==> src/rtl/lpc_frame_sched.sv <==
// lpc_frame_sched
//   Frame scheduler and register front-end for the LPC encoder datapath.
//   Counts input samples into frames of programmable length, starts the
//   encoder once per completed frame, waits for its completion and pulses a
//   coefficient-load strobe toward the decoder.
//
//   Optional feature macro: LPC_SCHED_TIMEOUT_EN adds the TMOLIM register
//   (address 4) and an ENCODE watchdog that sets STAT.TMO on expiry.
//
// Ports
//   clk, rst          clock, asynchronous active-low reset
//   sample_v          one pulse per accepted input sample
//   enc_done          encoder finished the current frame
//   address, read, write, writedata, readdata
//                     16-bit register port, readdata registered (latency 1)
//   enc_start         pulse: completed frame ready, start the encoder
//   coef_load         pulse: decoder latches the new coefficients
//   sample_idx        index of the next sample within the current frame
//   busy              high while in ENCODE
//   dbg_state         current FSM state (0 IDLE, 1 COLLECT, 2 ENCODE)
//
// Strobe semantics: there is no valid/ready back-pressure anywhere. Every
// input strobe is acted on in each cycle it is high and every output strobe
// is high for exactly one clk.
//
// Register map: 0 LEN (RW, shadowed), 1 CTRL (bit0 EN, bit1 CLR pulse),
//   2 STAT (bit0 busy, bit1 OVR W1C, bit2 TMO W1C), 3 FCNT (RO),
//   4 TMOLIM (RW, only with the macro). Other addresses read 0.

module lpc_frame_sched #(
    parameter int LEN_W   = 10,
    parameter int DEF_LEN = 240
) (
    input  logic             clk,
    input  logic             rst,
    input  logic             sample_v,
    input  logic             enc_done,
    input  logic [15:0]      address,
    input  logic             read,
    input  logic             write,
    input  logic [15:0]      writedata,
    output logic [15:0]      readdata,
    output logic             enc_start,
    output logic             coef_load,
    output logic [LEN_W-1:0] sample_idx,
    output logic             busy,
    output logic [1:0]       dbg_state
);

    typedef enum logic [1:0] {
        IDLE    = 2'd0,
        COLLECT = 2'd1,
        ENCODE  = 2'd2
    } state_t;

    localparam logic [LEN_W-1:0] MIN_LEN = LEN_W'(16);

    state_t           state;
    logic [LEN_W-1:0] len_reg;   // software-visible shadow
    logic [LEN_W-1:0] len_act;   // length of the frame being collected
    logic             en;
    logic             ovr;
    logic [15:0]      fcnt;
    logic             tmo_bit;
    logic             frame_end;
    logic [LEN_W-1:0] wr_len;
    logic [LEN_W-1:0] wr_len_clamped;
    logic [15:0]      rd_mux;
    logic             unused_bits;

`ifdef LPC_SCHED_TIMEOUT_EN
    logic [15:0] tmolim;
    logic [15:0] wdog;
    logic        tmo;
    logic        wd_expire;
    assign wd_expire = (wdog == tmolim - 16'd1);
    assign tmo_bit   = tmo;
`else
    assign tmo_bit   = 1'b0;
`endif

    assign busy       = (state == ENCODE);
    assign dbg_state  = state;
    assign frame_end  = sample_v && (sample_idx == len_act - LEN_W'(1));

    // Truncate first, then clamp, so an oversized write can never yield 0.
    assign wr_len         = writedata[LEN_W-1:0];
    assign wr_len_clamped = (wr_len < MIN_LEN) ? MIN_LEN : wr_len;
    assign unused_bits    = ^writedata;

    always_comb begin
        rd_mux = 16'd0;
        case (address)
            16'd0: rd_mux = 16'(len_reg);
            16'd1: rd_mux = {15'd0, en};
            16'd2: rd_mux = {13'd0, tmo_bit, ovr, busy};
            16'd3: rd_mux = fcnt;
`ifdef LPC_SCHED_TIMEOUT_EN
            16'd4: rd_mux = tmolim;
`endif
            default: rd_mux = 16'd0;
        endcase
    end

    always_ff @(posedge clk or negedge rst) begin
        if (!rst) begin
            state      <= IDLE;
            len_reg    <= LEN_W'(DEF_LEN);
            len_act    <= LEN_W'(DEF_LEN);
            en         <= 1'b0;
            ovr        <= 1'b0;
            fcnt       <= 16'd0;
            sample_idx <= '0;
            readdata   <= 16'd0;
            enc_start  <= 1'b0;
            coef_load  <= 1'b0;
`ifdef LPC_SCHED_TIMEOUT_EN
            tmolim     <= 16'hFFFF;
            wdog       <= 16'd0;
            tmo        <= 1'b0;
`endif
        end else begin
            enc_start <= 1'b0;
            coef_load <= 1'b0;

            if (read) begin
                readdata <= rd_mux;
            end

            case (state)
                IDLE: begin
                    sample_idx <= '0;
                    if (en) begin
                        len_act <= len_reg;
                        state   <= COLLECT;
                    end
                end
                COLLECT: begin
                    if (frame_end) begin
                        sample_idx <= '0;
                        len_act    <= len_reg;
                        enc_start  <= 1'b1;
                        state      <= ENCODE;
`ifdef LPC_SCHED_TIMEOUT_EN
                        wdog       <= 16'd0;
`endif
                    end else if (sample_v) begin
                        sample_idx <= sample_idx + LEN_W'(1);
                    end
                end
                ENCODE: begin
`ifdef LPC_SCHED_TIMEOUT_EN
                    wdog <= wdog + 16'd1;
`endif
                    // Sampling continues into the next frame while encoding.
                    if (frame_end) begin
                        sample_idx <= '0;
                        len_act    <= len_reg;
                    end else if (sample_v) begin
                        sample_idx <= sample_idx + LEN_W'(1);
                    end

                    if (enc_done) begin
                        coef_load <= 1'b1;
                        fcnt      <= fcnt + 16'd1;
                        if (frame_end) begin
                            // Back-to-back: the new frame goes straight in.
                            enc_start <= 1'b1;
`ifdef LPC_SCHED_TIMEOUT_EN
                            wdog      <= 16'd0;
`endif
                        end else begin
                            state <= COLLECT;
                        end
`ifdef LPC_SCHED_TIMEOUT_EN
                    end else if (wd_expire) begin
                        tmo <= 1'b1;
                        if (frame_end) begin
                            // Abandoned encode frees the encoder for this frame.
                            enc_start <= 1'b1;
                            wdog      <= 16'd0;
                        end else begin
                            state <= COLLECT;
                        end
`endif
                    end else if (frame_end) begin
                        ovr <= 1'b1;
                    end
                end
                default: state <= IDLE;
            endcase

            // Register writes take priority over same-cycle FSM activity.
            if (write) begin
                case (address)
                    16'd0: len_reg <= wr_len_clamped;
                    16'd1: begin
                        en <= writedata[0];
                        if (writedata[1]) begin
                            sample_idx <= '0;
                            fcnt       <= 16'd0;
                            ovr        <= 1'b0;
                            enc_start  <= 1'b0;
                            coef_load  <= 1'b0;
`ifdef LPC_SCHED_TIMEOUT_EN
                            tmo        <= 1'b0;
`endif
                            if (writedata[0]) begin
                                len_act <= len_reg;
                                state   <= COLLECT;
                            end else begin
                                state <= IDLE;
                            end
                        end else if (!writedata[0]) begin
                            sample_idx <= '0;
                            enc_start  <= 1'b0;
                            coef_load  <= 1'b0;
                            state      <= IDLE;
                        end
                    end
                    16'd2: begin
                        if (writedata[1]) ovr <= 1'b0;
`ifdef LPC_SCHED_TIMEOUT_EN
                        if (writedata[2]) tmo <= 1'b0;
`endif
                    end
`ifdef LPC_SCHED_TIMEOUT_EN
                    16'd4: tmolim <= writedata;
`endif
                    default: ;
                endcase
            end
        end
    end

endmodule

==> config.mk <==
export PLATFORM = sky130hd
export DESIGN_NAME = lpc_frame_sched
export DESIGN_NICKNAME = d
export VERILOG_FILES = /design/src/rtl/lpc_frame_sched.sv
export SDC_FILE = /design/constraint.sdc
export NUM_CORES = 1
export LEC_CHECK = 0
export CAP_MARGIN = 20
export CORE_ASPECT_RATIO = 1.2
export CORE_MARGIN = 8
export CORE_UTILIZATION = 53
export CTS_CLUSTER_DIAMETER = 40
export CTS_CLUSTER_SIZE = 8
export DETAILED_ROUTE_END_ITERATION = 16
export PLACE_DENSITY = 0.89
export REMOVE_ABC_BUFFERS = 1
export SYNTH_ARGS = -nofsm -noshare
export SYNTH_HDL_FRONTEND = slang
export SYNTH_SLANG_ARGS = --single-unit
==> constraint.sdc <==
create_clock -name clk -period 3.25 [get_ports clk]
set_input_delay 0.65 -clock clk [delete_from_list [all_inputs] [get_ports clk]]
set_output_delay 0.65 -clock clk [all_outputs]
set_load 0.05 [all_outputs]
==> results.md <==
Power:
- The leakage power summed over all cells is 1.95 nW.
- The power density of the placed cells is roughly 350 nW/um^2.
- Of the total power, combinational logic draws 0.051.
- Of the total power, registers draw 0.514.
- The cell internal power dissipation is 1.28 mW.
- The net switching component of the power is ~360 uW.
- Of the total power, the share spent switching nets is 0.221.
- Of the total power, the clock network draws 0.435.
- The worst-case IR drop observed on VDD is 0.000247 V.

Synthesis:
- Of all flip-flops after synthesis, the portion carrying an async set or reset was 1.00.
- The fraction of the yosys area taken by sequential cells is 0.442.
- After synthesis the netlist holds a flip-flop and latch count of 68.
- In this run, synthesis inferred 0 flip-flops with an integrated enable.
- The most used flip-flop cell after synthesis is dfrtp_1.
- The count of different cell masters after synthesis is 54.
- A synthesized cell averages 9.22 sq um.
- After synthesis the cells add up to 3870 sq um.
- The synthesized instance count is between 400 and 500.
- For this run, the number of Yosys warnings is 0.

Floorplan:
- The core region is 7190 sq um.
- The die is roughly 110 microns tall.
- The effective utilization at floorplan is 0.538.
- 69 I/O pins were placed.
- In this run the horizontal extent of the chip is 94.0 microns.
- Row generation in the floorplan step produced 34 rows.
- The die covers 10300 sq um.

Placement:
- The final HPWL from detailed placement is between 7000 and 8000 microns.
- Including well taps, the total number of placed cells is 560.
- At the end of routability-driven placement, the weighted congestion stood at 0.902.
- The count of buffers from port buffering is 62.

Setup path:
- The type of destination of the critical path is a flip-flop.
- The startpoint-to-endpoint class of the critical path is flip-flop to flip-flop.
- In this run the worst path has a maximum fanout of 8.
- The worst setup path is launched from a flip-flop.
- For the worst setup path, the data required time is 3.46 ns.
- The data arrival time at the worst-slack endpoint is 3.12 ns.

GRT:
- The wire length of the first global-routing pass is around 16000 microns.
- In the global route stage, overall resource usage came out at 0.192.
- The number of antenna violations at the first check in global routing is 0.
- The pin count of the biggest net entering global routing is 36.
- The total congestion overflow after global routing is 0.
- The number of global-route vias before repair is 3450.

Clock network:
- Clock-pin slew was measured on the worst setup and hold paths at 0.07 ns.
- The count of clock tree sinks is 68.
- The library cell used as clock root buffer is clkbuf_8.
- Once the clock tree was built, the setup fixing pass inserted 0 buffers.
- The maximum count of clock buffers along a single path is 2.
- The H-tree depth is 3.
- Once the clock tree was built, the resizer swapped 0 gates to a different size.
- For the worst-skew pair, the clock arrives at the later sink with an insertion delay of 0.35 ns.
- The count of hold buffers inserted by post-cts repair is 0.
- TritonCTS built the clock tree.
- Buffers inserted during clock tree synthesis total 9.

Timing:
- The tightest slew margin relative to the limit is 0.562.
- At the pin with the least slew margin, the transition time is approximately 0.65 ns.
- Setup repair after global routing left no endpoint under its margin.
- The number of endpoints with negative hold slack in the final report is 0.
- The setup total negative slack is 0 ns.
- On the final layout, the worst clock skew is 0.00971 ns.
- The number of pins with negative max-slew slack in the final report is 0.
- Counting I/O delays and the setup requirement, the final critical path takes 2.91 ns.
- Based on the critical path, the design can be clocked at up to about 340 MHz.
- The final number of setup-violating endpoints is 0.
- Dividing the final minimum period by the clock period gives 0.895.

Route:
- In this run the remaining antenna-violating nets after routing total 0.
- Using the TritonRoute via totals, the vias-per-cell ratio works out to 5.87.
- Dividing the detail-routed wire length by the instance count gives 16.4 microns.
- The number of remaining DRC errors is 0.
- The number of iterations in the first detailed-routing pass is 5.
- Summed over all layers, the routed wires come to 9450 microns.
- The detailed router's first-iteration violation count is 221.
- The via total after detailed routing is 3380.

Finish:
- Of the cells placed in the final design, the portion with a size suffix greater than 1 is 0.123.
- The library cell used most frequently in the layout, excluding fill and tap cells, is clkdlybuf4s50_1.
- The net count of the finished layout is 526.
- In the layout the commonest cells are clkdlybuf4s50_1, dfrtp_1, nand2_1.
- The layout overhead on the synthesized area is 23.3%.
- The repair_antennas step left the layout with diodes totalling 0.
- The largest registers in the layout are fcnt: 16 flops, readdata: 16 flops.
- For this run, the number of standard cells in the final layout without fillers is 576.

Worst hold path:
- In this run the worst hold path is classified as input port to asynchronous set/reset pin.

Run status:
- The run finished with clean final reports.

Flow run:
- Across the run, the number of max-cap violations was 0.
-- critical path, cell delays in order (launching register included) --
cell	delay, ns
dfrtp_1	0.47
inv_1	0.10
ha_1	0.30
nor2b_1	0.21
a21oi_1	0.09
or4b_4	0.56
a211oi_4	0.31
a21oi_1	0.20
o21bai_1	0.44
nor2_1	0.10
-- synthesized netlist by cell type, types with 10 or more instances --
cell | number | area [sq um]
a21oi_1 | 15 | 75.1
clkbuf_1 | 18 | 67.6
dfrtp_1 | 60 | 1500
inv_1 | 25 | 93.8
nand2_1 | 42 | 158
nand3_1 | 26 | 130
nand4_1 | 12 | 75.1
nor2_1 | 39 | 146
nor2b_1 | 10 | 62.6
o21ai_0 | 32 | 160
xnor2_1 | 10 | 87.6
xor2_1 | 22 | 193
-- per-layer routing --
| metal | GRT usage | up-vias | part of all wire |
|---|---|---|---|
| met5 | 0 | - | 0 |
| met2 | 0.337 | 111 | 0.52 |
| met3 | 0.0335 | 26 | 0.050 |
| met4 | 0.104 | 0 | 0.031 |
| met1 | 0.216 | 1647 | 0.39 |
| li1 | - | 1596 | - |
-- power groups by stage --
stage | Combinational [mW] | Sequential (mW) | Clock [mW]
6_report | 0.0846 | 0.847 | 0.717
5_1_grt | 0.0944 | 0.846 | 0.765
4_1_cts | 0.0859 | 0.847 | 0.721
3_5_place_dp | 0.0856 | 0.863 | 0
3_3_place_gp | 0.0844 | 0.863 | 0
2_1_floorplan | 0.0130 | 0.864 | 0
-- cells by family after synthesis --
kind of cell	after synthesis	synth area share
DFF	68	0.442
AOI/OAI and AO/OA	91	0.168
and+or+nand+nor	167	0.218
xor gates and xnor gates	32	0.0724
buffers and inverters	47	0.0517
muxes	8	0.0259
adders and majority gates	7	0.0226
-- worst paths after layout --
check	start	end	slack (ns)	depth (start not counted)
max in group asynchronous	rst	len_reg[7]$_DFFE_PN1P_	2.38	2
min in group clk	len_reg[4]$_DFFE_PN1P_	len_reg[4]$_DFFE_PN1P_	0.52	2
worst max-delay path	len_act[0]$_DFF_PN0_	sample_idx[5]$_DFF_PN0_	0.34	9
worst min-delay path	rst	sample_idx[7]$_DFF_PN0_	0.15	1
worst min register to register	len_reg[4]$_DFFE_PN1P_	len_reg[4]$_DFFE_PN1P_	0.52	2
worst max register to register	len_act[0]$_DFF_PN0_	sample_idx[5]$_DFF_PN0_	0.34	9
-- layout make-up --
class | count | area, sq um
Fill cell | 537 | 2420
Clock buffer | 12 | 155
Inverter | 25 | 93.8
Timing Repair Buffer | 72 | 691
Clock inverter | 4 | 48.8
Tap cell | 90 | 113
Multi-Input combinational cell | 305 | 1960
Sequential cell | 68 | 1710
-- per-stage QoR --
stage / total power [mW] / utilization / instance area (sq um) / setup WS (ns) / hold WS [ns]
after floorplan: 0.877 / - / 3760 / 0.531 / 0.354
after global placement: 0.947 / 0.635 / 4570 / 0.280 / 0.485
after detailed placement: 0.948 / 0.635 / 4570 / 0.248 / 0.506
after CTS: 1.65 / 0.664 / 4770 / 0.351 / 0.156
after global routing: 1.71 / 0.664 / 4770 / 0.126 / 0.161
final: 1.65 / 0.664 / 4770 / 0.340 / 0.152
No activity file was read; power rests on OpenSTA's default activity.
